$ cat src/rtl/ldl_reg_hist_pkg.sv
// Shared types and helpers for the event history register.
// The channel mode enum and a saturating increment used by every channel cell.
package ldl_reg_hist_pkg;

  typedef enum logic {
    LEVEL = 1'b0,
    EDGE  = 1'b1
  } hist_mode_e;

  // Counters up to SAT_W bits wide go through the same helper.
  localparam int SAT_W = 32;

  // Increment val, holding at 2^w-1 instead of wrapping.
  function automatic logic [SAT_W-1:0] sat_inc(input logic [SAT_W-1:0] val,
                                               input int unsigned      w);
    logic [SAT_W-1:0] max_v;
    max_v = (w >= SAT_W) ? '1 : ((SAT_W'(1) << w) - SAT_W'(1));
    return (val >= max_v) ? max_v : val + SAT_W'(1);
  endfunction

endpackage

$ cat src/rtl/ldl_reg_hist_cell.sv
// One event channel: event detect, sticky flag and saturating counter.
// A clear and an event in the same cycle leave the channel holding that event.
module ldl_reg_hist_cell
  import ldl_reg_hist_pkg::*;
#(
  parameter int         CNT_W = 4,
  parameter hist_mode_e MODE  = LEVEL
) (
  input  logic             clk,
  input  logic             rst_n,
  input  logic             x_i,
  input  logic             clr_i,
  input  logic             rd_clr_i,
  output logic             ev_o,
  output logic             flag_o,
  output logic             flag_nxt_o,
  output logic [CNT_W-1:0] cnt_o
);

  logic             x_d_q;
  logic             flag_q, flag_d;
  logic [CNT_W-1:0] cnt_q, cnt_d, cnt_base;
  logic             ev;

  always_comb begin
    ev = (MODE == EDGE) ? (x_i & ~x_d_q) : x_i;
  end

  // Clear is applied first so an event in the same cycle survives it.
  always_comb begin
    flag_d = flag_q;
    if (clr_i) flag_d = 1'b0;
    if (ev)    flag_d = 1'b1;

    cnt_base = (clr_i || rd_clr_i) ? '0 : cnt_q;
    cnt_d    = cnt_base;
    if (ev) cnt_d = CNT_W'(sat_inc(SAT_W'(cnt_base), CNT_W));
  end

  always_ff @(posedge clk) begin
    if (!rst_n) begin
      x_d_q  <= 1'b0;
      flag_q <= 1'b0;
      cnt_q  <= '0;
    end else begin
      x_d_q  <= x_i;
      flag_q <= flag_d;
      cnt_q  <= cnt_d;
    end
  end

  assign ev_o       = ev;
  assign flag_o     = flag_q;
  assign flag_nxt_o = flag_d;
  assign cnt_o      = cnt_q;

endmodule

$ cat src/rtl/ldl_reg_hist_cnt.sv
// Multi-channel event history: per-channel flag/counter cells, indexed read
// port with optional read-clear, masked interrupt and first-event capture.
module ldl_reg_hist_cnt #(
  parameter int WIDTH = 8,
  parameter int CNT_W = 4,
  parameter int EDGE  = 0,
  parameter int IDX_W = (WIDTH > 1) ? $clog2(WIDTH) : 1
) (
  input  logic             clk,
  input  logic             rst_n,
  input  logic             clr,
  input  logic [WIDTH-1:0] x,
  input  logic [WIDTH-1:0] w1c,
  input  logic [WIDTH-1:0] irq_en,
  input  logic             rd_req,
  input  logic [IDX_W-1:0] rd_idx,
  input  logic             rd_clr,
  output logic [WIDTH-1:0] y,
  output logic             rd_ack,
  output logic             rd_flag,
  output logic [CNT_W-1:0] rd_cnt,
  output logic             irq,
  output logic             first_vld,
  output logic [IDX_W-1:0] first_idx
);
  import ldl_reg_hist_pkg::hist_mode_e;

  localparam hist_mode_e MODE = (EDGE != 0) ? ldl_reg_hist_pkg::EDGE
                                            : ldl_reg_hist_pkg::LEVEL;

  logic [WIDTH-1:0] ev_all, flag_all, flag_nxt_all, rd_hit;
  logic [CNT_W-1:0] cnt_all [WIDTH];

  logic             rd_ack_q, rd_flag_q, rd_flag_d;
  logic [CNT_W-1:0] rd_cnt_q, rd_cnt_d;
  logic             irq_q, irq_d;
  logic             first_vld_q, first_vld_d;
  logic [IDX_W-1:0] first_idx_q, first_idx_d, first_pos;

  for (genvar i = 0; i < WIDTH; i++) begin : g_ch
    ldl_reg_hist_cell #(
      .CNT_W (CNT_W),
      .MODE  (MODE)
    ) u_cell (
      .clk        (clk),
      .rst_n      (rst_n),
      .x_i        (x[i]),
      .clr_i      (clr | w1c[i]),
      .rd_clr_i   (rd_req & rd_clr & rd_hit[i]),
      .ev_o       (ev_all[i]),
      .flag_o     (flag_all[i]),
      .flag_nxt_o (flag_nxt_all[i]),
      .cnt_o      (cnt_all[i])
    );
  end

  // Read port: rd_req is a single-cycle request with no back-pressure; each
  // request produces exactly one rd_ack pulse on the following cycle carrying
  // the channel state sampled before that cycle's update. Out-of-range indices
  // hit no channel, so they read zero and clear nothing.
  always_comb begin
    rd_hit    = '0;
    rd_flag_d = 1'b0;
    rd_cnt_d  = '0;
    for (int i = 0; i < WIDTH; i++) begin
      rd_hit[i] = (rd_idx == IDX_W'(i));
      if (rd_hit[i]) begin
        rd_flag_d = flag_all[i];
        rd_cnt_d  = cnt_all[i];
      end
    end
  end

  always_comb begin
    first_pos = '0;
    for (int i = WIDTH - 1; i >= 0; i--) begin
      if (ev_all[i]) first_pos = IDX_W'(i);
    end

    first_vld_d = first_vld_q & ~clr;
    first_idx_d = first_idx_q;
    if (!first_vld_d && (|ev_all)) begin
      first_vld_d = 1'b1;
      first_idx_d = first_pos;
    end

    irq_d = |(flag_nxt_all & irq_en);
  end

  always_ff @(posedge clk) begin
    if (!rst_n) begin
      rd_ack_q    <= 1'b0;
      rd_flag_q   <= 1'b0;
      rd_cnt_q    <= '0;
      irq_q       <= 1'b0;
      first_vld_q <= 1'b0;
      first_idx_q <= '0;
    end else begin
      rd_ack_q    <= rd_req;
      if (rd_req) begin
        rd_flag_q <= rd_flag_d;
        rd_cnt_q  <= rd_cnt_d;
      end
      irq_q       <= irq_d;
      first_vld_q <= first_vld_d;
      first_idx_q <= first_idx_d;
    end
  end

  assign y         = flag_all;
  assign rd_ack    = rd_ack_q;
  assign rd_flag   = rd_flag_q;
  assign rd_cnt    = rd_cnt_q;
  assign irq       = irq_q;
  assign first_vld = first_vld_q;
  assign first_idx = first_idx_q;

endmodule

$ cat config.mk
export PLATFORM = sky130hd
export DESIGN_NAME = ldl_reg_hist_cnt
export DESIGN_NICKNAME = d
export VERILOG_FILES = /design/src/rtl/ldl_reg_hist_pkg.sv /design/src/rtl/ldl_reg_hist_cell.sv /design/src/rtl/ldl_reg_hist_cnt.sv
export SDC_FILE = /design/constraint.sdc
export NUM_CORES = 1
export LEC_CHECK = 0
export BUFFER_PORTS_ARGS = -buffer_cell sky130_fd_sc_hd__buf_2
export CORE_AREA = 8 8 65 95
export DETAILED_ROUTE_END_ITERATION = 8
export DIE_AREA = 0 0 73 103
export PLACE_DENSITY = 0.82
export SETUP_SLACK_MARGIN = 0.02
export SYNTH_ARGS = -nofsm -noshare
export SYNTH_HDL_FRONTEND = slang
export SYNTH_SLANG_ARGS = --single-unit
$ cat constraint.sdc
create_clock -name clk -period 4 [get_ports clk]
set_input_delay 0.4 -clock clk [delete_from_list [all_inputs] [get_ports clk]]
set_output_delay 0.4 -clock clk [all_outputs]
set_load 0.1 [all_outputs]
* After elaboration in Yosys (flattened, before gate mapping)
Index checks and enable logic that the tools add are counted.
** Word-level totals
- Bits in registers :: 51
- Input port bits :: 32
- Output and inout port bits :: 19
- Logic and storage cells :: 143
** Cells by class
- Mux-type cells :: 65
- Equal/unequal tests :: 7
- $add $sub $neg :: 8
- Reductions and logical operators :: 13
- Magnitude comparators :: 8
- Bitwise operators :: 20
** Operators by type and width (number)
- two-way mux 4 bit :: 32
- adder 4 x 1 -> 4 bit (second input constant) :: 8
- greater-or-equal comparator 4 bit (second input constant) :: 8
- two-way mux 1 bit :: 25
- two-way mux 3 bit :: 8
- OR reduction 8 bit :: 2
- == test 3 bit (second input constant) :: 4
- bitwise AND 1 bit :: 10
- bitwise AND 8 bit :: 1
- logical OR 1 bit :: 8
- bitwise OR 1 bit :: 8
- == test 3 x 2 -> 1 bit (second input constant) :: 2
- == test 3 x 1 -> 1 bit (second input constant) :: 1
- logical NOT 3 bit :: 1
- logical AND 1 bit :: 1
- logical NOT 1 bit :: 1
- NOT 1 bit :: 1

* Longest topological paths before layout
Gate-level depths: netlist of the first run.
- Word-level depth :: 9
- Gate-level depth with buffers :: 8
- Depth with buffers taken out :: 7

* Hierarchy
From an unflattened synthesis of the first run, not the netlist that was laid out.
** Second synthesis, totals
- Cell total of the unflattened synthesis :: 305
- Area total of the unflattened synthesis :: 2706.3 um^2
** By module, submodules not included
- ldl_reg_hist_cell :: instances 8, cells each 24, area an instance 220.2 um^2, seq. area each 100.1 um^2
- ldl_reg_hist_cnt :: instances 1, cells each 113, area an instance 944.7 um^2, seq. area each 220.2 um^2

* Worst setup path before layout of the first run
Ideal clock, no wire load.
- Kind :: input to register
- From :: input rd_idx[0]
- To :: register g_ch[5].u_cell.cnt_q[3]
- Path buffers :: 1
- Setup time :: 0.116 ns
- Arrival time :: 1.753 ns
- Path slack :: 2.130 ns
- Stages on the path :: 8
- Required time :: 3.884 ns
- Path through :: buf_4 > nand2_2 > o31a_1 > and2_2 > ha_1 > nor3_1 > a21oi_1 > and3_2
** Between the ends
- Longest elaborated chain between the ends :: 7
- Elaborated cells on any way between the ends :: 8
- Classes of those cells :: add/sub: 1; order compare: 1; eq/ne: 1; mux: 3; bitwise: 1; reduce/logical: 1
** Ends and longest elaborated chain
- from (decl) :: line ldl_reg_hist_cnt.sv:16 : input logic [IDX_W-1:0] rd_idx,
- == test 3 bit (*) :: line ldl_reg_hist_cnt.sv:66 : rd_hit[i] = (rd_idx == IDX_W'(i));
- bitwise AND 1 bit (*) :: line ldl_reg_hist_cnt.sv:49 : .rd_clr_i (rd_req & rd_clr & rd_hit[i]),
- logical OR 1 bit (*) :: line ldl_reg_hist_cell.sv:35 : cnt_base = (clr_i || rd_clr_i) ? '0 : cnt_q;
- two-way mux 4 bit (*) :: line ldl_reg_hist_cell.sv:35
- adder 4 x 1 -> 4 bit / greater-or-equal comparator 4 bit (equally long branches) :: line ldl_reg_hist_pkg.sv:18 : return (val >= max_v) ? max_v : val + SAT_W'(1);
- two-way mux 4 bit :: line ldl_reg_hist_pkg.sv:18
- two-way mux 4 bit (*) :: line ldl_reg_hist_cell.sv:37 : if (ev) cnt_d = CNT_W'(sat_inc(SAT_W'(cnt_base), CNT_W));
- to (signal assigned) :: line ldl_reg_hist_cell.sv:48 : cnt_q <= cnt_d;
- to (decl) :: line ldl_reg_hist_cell.sv:22 : logic [CNT_W-1:0] cnt_q, cnt_d, cnt_base;
Every way passes the cells marked *; elsewhere a longest branch is shown, timed or not.
A chain may end at the register's enable or synchronous reset.

* Worst setup path in the final report of the first run
- From :: input rd_idx[1]
- To :: register g_ch[5].u_cell.cnt_q[2]
The elaborated chain is that of the path after synthesis.

==> flow_summary.json, run 1 <==
{
  "antennaDiodeCount": 0,
  "rows": 31,
  "dr.pass1.iters": 4,
  "hp-class": "in -> reg",
  "ant_nets": 0,
  "grt_use_met3": 0.04869,
  "die_w_um": 73,
  "yosys_warnings": 0,
  "cp-start-kind": "primary input",
  "finalHoldViolCount": 0,
  "setup_viol": 0,
  "grt_pass1_vias": 2819,
  "post_cts_resized": 0,
  "fin_cells": 439,
  "ys_types": 49,
  "criticalPathCategory": "in -> reg",
  "drive_above_1_share": 0.1823,
  "syn2layout_area_growth_pct": 9.828,
  "multi_input_area_um2": 1531,
  "worstPathRequired_ns": 4.21,
  "dp_hpwl_um": 5981,
  "cp-end-kind": "register",
  "insertion_delay_ns": 0.30,
  "leakage_uw": 0.001235,
  "coreArea_um2": 4771,
  "fillers": 451,
  "io_buffer_count": 50,
  "cp_top_family": "compound AO/OA/AOI/OAI gates",
  "drv_slew": 0,
  "cts_max_level": 2,
  "root_buffer": "clkbuf_8",
  "grt_start_max_net_pins": 27,
  "cts_num_sinks": 51,
  "dp.cells": 431,
  "path_clk_slew_ns": 0.09,
  "synth.cell_area_um2": 2763,
  "postRouteWirelength_um": 7975,
  "ios": 51,
  "synth_edf_count": 0,
  "cts_buffers": 5,
  "gr-usage-all-layers": 0.2200,
  "cap_violations": 0,
  "antenna_found_initial": 0,
  "hold_slack_ns": 0.4227,
  "max_slew_margin": 0.5940,
  "skew_ns": 0.004602,
  "met2_usage": 0.3656,
  "critical_path.cell_chain": "buf_2, o31a_1, and2_4, ha_1, nand2_1, a21boi_0, a311oi_1",
  "critPathBufInv": 1,
  "synthArstFlopShare": 0,
  "period_share": 0.4713,
  "avgSynthCellArea_um2": 8.054,
  "clock_path_buffers": 2,
  "yosys_most_used_dff": "dfxtp_1",
  "post_cts_buffers": 0,
  "setup_tns_ns": 0,
  "grt_pass1_wl_um": 13190,
  "syn-num-nets": 376,
  "start_util": 0.5791,
  "drtIter0Drc": 307,
  "cp_max_fo": 26,
  "vdd_ir_drop_max_mv": 0.2193,
  "netlist_instances": 343,
  "ys_seq_elements": 51,
  "max_stage_delay_ns": 0.43,
  "drc": 0,
  "seq_area_frac_synth": 0.3696,
  "seqCellArea_um2": 1021,
  "total_power_uw": 1088,
  "dieArea_um2": 7519,
  "cts_tree": "done",
  "critPathArrivalTime_ns": 2.10,
  "slowest_stage": "buf_2",
  "ctsHoldBuffers": 0,
  "status": "finished clean",
  "tightest_slew_ns": 0.6083,
  "final_nets": 405,
  "layout_common_cells": "51 x nor2_1, 51 x dfxtp_1, 50 x buf_2",
  "period_minus_slack_ns": 1.885,
  "gp_congestion": 0.8969,
  "max_clock_freq_mhz": 530.4,
  "power-per-cell-area_nw_per_um2": 358.6,
  "grt_overflow": 0,
  "dieHeight_um": 103,
  "top_usage_layer": "met2",
  "wire_per_inst_um": 18.17,
  "rsz0062_at_grt": "no",
  "vias": 2821,
  "via_per_inst": 6.426,
  "use_met1": 0.2523
}
-- tightest hold or removal path, stage by stage --
cell     delay [ns]
buf_2          0.09
nor2_1         0.04
nand2_1        0.10
nor2_1         0.05
-- cell families after synthesis --
| logic type | share of synthesized area |
|---|---|
| adder cells (fa/ha/maj) | 0.004528 |
| flip-flops | 0.3696 |
| buffers and inverters | 0.07609 |
| AND/OR/NAND/NOR | 0.2378 |
| AO/OA/AOI/OAI | 0.2650 |
| multiplexers | 0.04710 |
-- per-layer routing --
layer,part of all wire,vias to the layer above,wire length [µm]
li1,-,1332,-
met1,0.41,1331,3233
met2,0.46,134,3692
met3,0.093,24,738
met4,0.039,0,310
met5,0,-,0
-- where the power goes --
part           internal (µW)  total [µW]  leakage [µW]  switching, µW
clock                    158         325     0.0000515            167
sequential               525         544      0.000418           19.1
combinational           53.9         219      0.000766            165
total                    737        1090       0.00124            351
-- flip-flops by register name, summed over array words and instances (netlist names) --
signal	count
irq	1
rd_cnt	4
rd_ack	1
rd_flag	1
g_ch.u_cell.flag_o	8
g_ch.u_cell.cnt_o	32
first_idx	3
first_vld	1
-- path summary, 6_finish.rpt --
path / from / endpoint / slack [ns] / depth (start not counted)
worst max-delay path: rd_idx[1] / g_ch[5].u_cell.cnt_o[2] / 2.11 / 7
worst min-delay path: w1c[3] / g_ch[3].u_cell.cnt_o[3] / 0.42 / 4
worst max register to register: g_ch[5].u_cell.cnt_o[1] / g_ch[5].u_cell.cnt_o[2] / 2.68 / 5
worst min register to register: first_idx[1] / first_idx[1] / 0.47 / 2
-- cell usage after synthesis, types with 2 or more instances --
cell | instances | area share
a31oi_1 | 12 | 0.027
o311ai_0 | 3 | 0.0095
o211ai_1 | 2 | 0.0054
nand2_1 | 13 | 0.018
a211oi_1 | 8 | 0.022
nor2b_1 | 2 | 0.0045
buf_2 | 12 | 0.022
nor2_1 | 51 | 0.069
nand3_1 | 23 | 0.042
clkbuf_1 | 6 | 0.0082
a21oi_1 | 35 | 0.063
o21ai_0 | 10 | 0.018
o31a_1 | 2 | 0.0063
buf_4 | 9 | 0.024
nand4_1 | 7 | 0.016
o31ai_1 | 4 | 0.011
nand3b_1 | 8 | 0.022
o211ai_2 | 2 | 0.0091
a41oi_1 | 7 | 0.022
nor3b_1 | 5 | 0.014
o221ai_1 | 3 | 0.0095
mux2i_1 | 13 | 0.047
dfxtp_1 | 51 | 0.37
a311oi_1 | 3 | 0.0095
nand2b_1 | 3 | 0.0068
inv_1 | 13 | 0.018
nor3_1 | 8 | 0.014
a211o_1 | 2 | 0.0063
a22oi_1 | 6 | 0.016
-- per-stage QoR --
step                  util  setup slack [ns]  cell area [µm²]
floorplan                -             2.130             2763
global placement    0.6150             1.872             2934
detailed placement  0.6150             1.840             2934
CTS                 0.6360             2.155             3034
global route        0.6360             2.003             3034
finish              0.6360             2.115             3034
-- layout make-up --
type,instances,share of cell area
Timing Repair Buffer,50,0.08247
Sequential cell,51,0.3365
Multi-Input combinational cell,251,0.5047
Inverter,13,0.01608
Tap cell,66,0.02722
Clock buffer,8,0.03299
No activity file was read; power rests on OpenSTA's default activity.
==> run 2, diff against run 1 <==
--- a/config.mk
+++ b/config.mk
@@ -6,10 +6,10 @@
 export NUM_CORES = 1
 export LEC_CHECK = 0
 export BUFFER_PORTS_ARGS = -buffer_cell sky130_fd_sc_hd__buf_2
-export CORE_AREA = 8 8 65 95
+export CORE_AREA = 8 8 67 98
 export DETAILED_ROUTE_END_ITERATION = 8
-export DIE_AREA = 0 0 73 103
-export PLACE_DENSITY = 0.82
+export DIE_AREA = 0 0 75 106
+export PLACE_DENSITY = 0.78
 export SETUP_SLACK_MARGIN = 0.02
 export SYNTH_ARGS = -nofsm -noshare
 export SYNTH_HDL_FRONTEND = slang
==> constraint.sdc (replaced) <==
create_clock -name clk -period 1.85 [get_ports clk]
set_input_delay 0.185 -clock clk [delete_from_list [all_inputs] [get_ports clk]]
set_output_delay 0.185 -clock clk [all_outputs]
set_load 0.1 [all_outputs]
==> run 2 against run 1 <==
  * Combinational power increased by 120%
  * First-iteration DRC count decreased by 26%
  * Sequential cell count unchanged
  * Via count unchanged
  * Largest cell class unchanged
  * Largest power group unchanged
  * Sequential power increased by 120%
  * Clock skew about the same
  * Highest routed layer unchanged
==> flow_summary.json, run 2 (synthesized netlist as in run 1, its figures left out) <==
{
  "max_slew_margin": 0.6203,
  "drtIter0Drc": 226,
  "rows": 33,
  "gp_congestion": 0.9082,
  "ant_nets": 0,
  "grt_pass1_vias": 2805,
  "via_per_inst": 6.255,
  "rsz0062_at_grt": "no",
  "rr_endpoint": "g_ch[5].u_cell.cnt_o[2]",
  "root_buffer": "clkbuf_8",
  "path_clk_slew_ns": 0.09,
  "cts_buffers": 5,
  "antenna_found_initial": 0,
  "cap_violations": 0,
  "die_w_um": 75,
  "ios": 51,
  "grt_pass1_wl_um": 13250,
  "postRouteWirelength_um": 7947,
  "syn2layout_area_growth_pct": 12.18,
  "reg2regPathDepth": 5,
  "gr-usage-all-layers": 0.2097,
  "cp-start-kind": "primary input",
  "cts_max_level": 2,
  "insertion_delay_ns": 0.30,
  "cp_max_fo": 5,
  "drc": 0,
  "post_cts_resized": 0,
  "multi_input_area_um2": 1531,
  "status": "finished clean",
  "coreArea_um2": 5244,
  "critical_path.cell_chain": "buf_2, nand2_2, o31a_1, and2_2, ha_1, nor3_1, a21oi_1, and3_2",
  "max_clock_freq_mhz": 715.9,
  "vdd_ir_drop_max_mv": 0.5960,
  "grt_start_max_net_pins": 26,
  "power-per-cell-area_nw_per_um2": 764.9,
  "postPlaceCellArea_um2": 2999,
  "start_util": 0.5268,
  "cts_tree": "done",
  "io_buffer_count": 50,
  "wire_per_inst_um": 17.62,
  "cp-end-kind": "register",
  "cts_num_sinks": 51,
  "dp_hpwl_um": 6063,
  "antennaDiodeCount": 0,
  "fillers": 541,
  "ctsHoldBuffers": 0,
  "final_nets": 413,
  "seqCellArea_um2": 1021,
  "finalHoldViolCount": 0,
  "post_cts_buffers": 0,
  "whs_endpoint": "first_idx[2]",
  "slowest_stage": "o31a_1",
  "tightest_slew_ns": 0.5689,
  "dr.pass1.iters": 5,
  "drv_slew": 0,
  "setup_viol": 0,
  "dieArea_um2": 7950,
  "period_minus_slack_ns": 1.397,
  "period_share": 0.7551,
  "drive_above_1_share": 0.1995,
  "critPathBufInv": 1,
  "max_stage_delay_ns": 0.32,
  "hp-class": "in -> reg",
  "whs_path_depth": 2,
  "worstPathRequired_ns": 2.05,
  "skew_ns": 0.004731,
  "leakage_uw": 0.001274,
  "dieHeight_um": 106,
  "criticalPathCategory": "in -> reg",
  "hold_start": "rst_n",
  "reg2reg_slack_ns": 0.55,
  "largest_register_ff_count": 32,
  "critPathArrivalTime_ns": 1.60,
  "setup_tns_ns": 0,
  "design_area_um2": 3099,
  "rr_startpoint": "g_ch[5].u_cell.cnt_o[0]",
  "grt_overflow": 0,
  "clock_path_buffers": 2,
  "layout_common_cells": "51 x nor2_1, 51 x dfxtp_1, 50 x buf_2",
  "vias": 2821,
  "cp_top_family": "simple AND/OR/NAND/NOR gates"
}
==> run 2: how the worst max path moves through the flow <==
stage	start	endpoint	slack, ns	depth (start not counted)
after floorplan	first_vld	first_idx[1]	0.16	4
after CTS	g_ch[2].u_cell.flag_o	y[2]	0.46	1
after global routing	rd_clr	g_ch[5].u_cell.cnt_o[2]	0.41	8
after detailed placement	rd_clr	g_ch[5].u_cell.cnt_o[3]	0.15	8
after global placement	rd_clr	g_ch[5].u_cell.cnt_o[3]	0.16	8
final	rd_clr	g_ch[5].u_cell.cnt_o[3]	0.45	8
==> run 2: layout make-up <==
cell class	instances	area share
Multi-Input combinational cell	251	0.4941
Sequential cell	51	0.3294
Timing Repair Buffer	58	0.1001
Clock buffer	8	0.03230
Tap cell	70	0.02826
Inverter	13	0.01574
==> run 2: metrics by stage <==
stage	power (µW)	setup WS, ns	hold slack (ns)	util	instances
final	2370	0.4531	0.1826	0.5910	451
after global routing	2466	0.4128	0.1761	0.5910	451
after CTS	2371	0.4648	0.1884	0.5910	451
after detailed placement	1681	0.1494	0.4707	0.5719	443
after global placement	1674	0.1640	0.4586	0.5719	443
after floorplan	1569	0.1557	0.3817	-	343
==> run 2: routing by layer <==
| layer | track usage | share of wire | vias to the layer above |
|---|---|---|---|
| met1 | 0.2472 | 0.41 | 1332 |
| met2 | 0.3381 | 0.49 | 126 |
| met4 | 0.1141 | 0.035 | 0 |
| met3 | 0.04430 | 0.069 | 20 |
| met5 | 0 | 0 | - |
| li1 | - | - | 1343 |
==> run 2: where the power goes <==
group	total, µW	internal (µW)	leakage [µW]	switching (µW)
combinational	487	128	0.000805	359
clock	708	342	0.0000515	366
sequential	1180	1140	0.000418	40.6
total	2370	1610	0.00127	765
==> run 3, diff against run 2 <==
--- a/config.mk
+++ b/config.mk
@@ -6,10 +6,10 @@
 export NUM_CORES = 1
 export LEC_CHECK = 0
 export BUFFER_PORTS_ARGS = -buffer_cell sky130_fd_sc_hd__buf_2
-export CORE_AREA = 8 8 67 98
+export CORE_AREA = 8 8 70 103
 export DETAILED_ROUTE_END_ITERATION = 8
-export DIE_AREA = 0 0 75 106
-export PLACE_DENSITY = 0.78
+export DIE_AREA = 0 0 78 111
+export PLACE_DENSITY = 0.74
 export SETUP_SLACK_MARGIN = 0.02
 export SYNTH_ARGS = -nofsm -noshare
 export SYNTH_HDL_FRONTEND = slang
==> constraint.sdc (replaced) <==
create_clock -name clk -period 1.2 [get_ports clk]
set_input_delay 0.12 -clock clk [delete_from_list [all_inputs] [get_ports clk]]
set_output_delay 0.12 -clock clk [all_outputs]
set_load 0.1 [all_outputs]
==> run 3 against run 2 <==
  * Routed wire length increased by 13%
  * Critical path depth unchanged
  * Register-to-register slack got worse by 0.51 ns
==> flow_summary.json, run 3 (synthesized netlist as in run 1, its figures left out) <==
{
  "grt_pass1_vias": 2976,
  "cts_num_sinks": 51,
  "insertion_delay_ns": 0.31,
  "gp_congestion": 0.8773,
  "wire_per_inst_um": 18.04,
  "dieArea_um2": 8658,
  "power-per-cell-area_nw_per_um2": 1019,
  "grt_pass1_wl_um": 14400,
  "final_nets": 458,
  "ant_nets": 0,
  "rows": 34,
  "critPathArrivalTime_ns": 1.37,
  "skew_ns": 0.01043,
  "grt_overflow": 0,
  "cap_violations": 0,
  "criticalPathCategory": "in -> reg",
  "hold_start": "x[5]",
  "tightest_slew_ns": 0.5232,
  "max_slew_margin": 0.6504,
  "path_clk_slew_ns": 0.10,
  "dp_hpwl_um": 6892,
  "whs_path_depth": 3,
  "status": "finished clean",
  "dr.pass1.iters": 5,
  "start_util": 0.4846,
  "critical_path.cell_chain": "buf_4, nand2_4, o31a_1, and2_4, ha_4, nor3_4, a21oi_2, and3_4",
  "postRouteWirelength_um": 8968,
  "rsz0062_at_grt": "yes",
  "drv_slew": 0,
  "root_buffer": "clkbuf_8",
  "cts_buffers": 5,
  "fin_cells": 497,
  "layout_common_cells": "57 x buf_4, 50 x nor2_1, 33 x a21oi_1",
  "rr_endpoint": "rd_cnt[2]",
  "syn2layout_area_growth_pct": 35.96,
  "cp-start-kind": "primary input",
  "reg2regPathDepth": 4,
  "drive_above_1_share": 0.3600,
  "gr-usage-all-layers": 0.2055,
  "antennaDiodeCount": 0,
  "slowest_stage": "o31a_1",
  "hp-class": "in -> reg",
  "die_w_um": 78,
  "setup_viol": 0,
  "worstPathRequired_ns": 1.41,
  "drc": 0,
  "coreArea_um2": 5700,
  "fin_util": 0.6589,
  "design_area_um2": 3756,
  "period_share": 0.9737,
  "cp_max_fo": 5,
  "antenna_found_initial": 0,
  "max_stage_delay_ns": 0.34,
  "whs_endpoint": "g_ch[5].u_cell.flag_o",
  "finalHoldViolCount": 0,
  "final_common_cell": "buf_4",
  "cts_max_level": 2,
  "vias": 3004,
  "ctsHoldBuffers": 0,
  "period_minus_slack_ns": 1.168,
  "via_per_inst": 6.044,
  "vdd_ir_drop_max_mv": 0.6338,
  "dp.cells": 491,
  "postPlaceCellArea_um2": 3607,
  "drtIter0Drc": 250,
  "dieHeight_um": 111,
  "grt_start_max_net_pins": 17,
  "reg2reg_slack_ns": 0.04,
  "largest_register_ff_count": 32,
  "io_buffer_count": 50,
  "ios": 51,
  "max_clock_freq_mhz": 855.8,
  "cp-end-kind": "register",
  "clock_path_buffers": 2,
  "total_power_uw": 3829,
  "leakage_uw": 0.001571,
  "rr_startpoint": "g_ch[3].u_cell.cnt_o[2]",
  "cts_tree": "done",
  "fillers": 464
}
[run 3: cell count changes in the layout (fill, tap and decap cells not counted), sizes merged]
cell    change
buf        +43
clkinv      +1
[run 3: how the worst max path moves through the flow]
stage	cells after the start	startpoint	endpoint
after detailed placement	8	rd_idx[2]	g_ch[5].u_cell.cnt_o[3]
after floorplan	7	rd_idx[1]	g_ch[5].u_cell.cnt_o[3]
after CTS	4	g_ch[3].u_cell.cnt_o[2]	rd_cnt[2]
final	8	rd_idx[0]	g_ch[5].u_cell.cnt_o[3]
after global placement	8	rd_idx[2]	g_ch[5].u_cell.cnt_o[3]
after global routing	4	g_ch[0].u_cell.cnt_o[2]	rd_cnt[2]
[run 3: per-layer routing]
metal | share of wire | routed length (µm) | track usage | vias up
met5 | 0 | 0 | 0 | -
met4 | 0.043 | 388 | 0.1366 | 0
met3 | 0.061 | 543 | 0.04708 | 33
met2 | 0.53 | 4776 | 0.3593 | 112
met1 | 0.36 | 3259 | 0.2098 | 1430
li1 | - | - | - | 1429
[run 3: worst max-delay path: cells and delay by family]
| family | cells | cell delay [ns] |
|---|---|---|
| AOI/OAI and AO/OA | 2 | 0.39 |
| buffers and inverters | 1 | 0.11 |
| and+or+nand+nor | 4 | 0.57 |
| adders and majority gates | 1 | 0.17 |
[run 3: timing repair]
| item | CTS | global route |
|---|---|---|
| endpoints found under the setup margin | 5 | 12 |
| resized for setup | 7 | 24 |
| cloned | 0 | 0 |
| setup buffers | 0 | 1 |
| pin swaps | 4 | 8 |
[run 3: area by class of cell]
type / instances / area [µm²] / area share
well taps: 72 / 90.09 / 0.02398
multi-input cells: 251 / 1598 / 0.4254
repair buffers: 103 / 879.6 / 0.2342
clock buffers: 6 / 82.58 / 0.02199
flip-flops and latches: 51 / 1052 / 0.2801
inverters: 13 / 48.80 / 0.01299
clock inverters: 1 / 5.005 / 0.001332
[run 3: where the power goes]
| part | internal [µW] | total [µW] | switching [µW] |
|---|---|---|---|
| clock | 454 | 1020 | 567 |
| sequential | 1750 | 1810 | 58.4 |
| combinational | 381 | 995 | 615 |
[run 3: metrics by stage]
stage / setup WS (ns) / setup TNS [ns] / hold WS, ns
2_1_floorplan: -0.1885 / -0.5556 / 0.3073
3_3_place_gp: -0.2538 / -3.165 / 0.4195
3_5_place_dp: -0.2964 / -4.201 / 0.4207
4_1_cts: 0.01358 / 0 / 0.1021
5_1_grt: -0.004717 / -0.007008 / 0.1180
6_report: 0.03155 / 0 / 0.1001
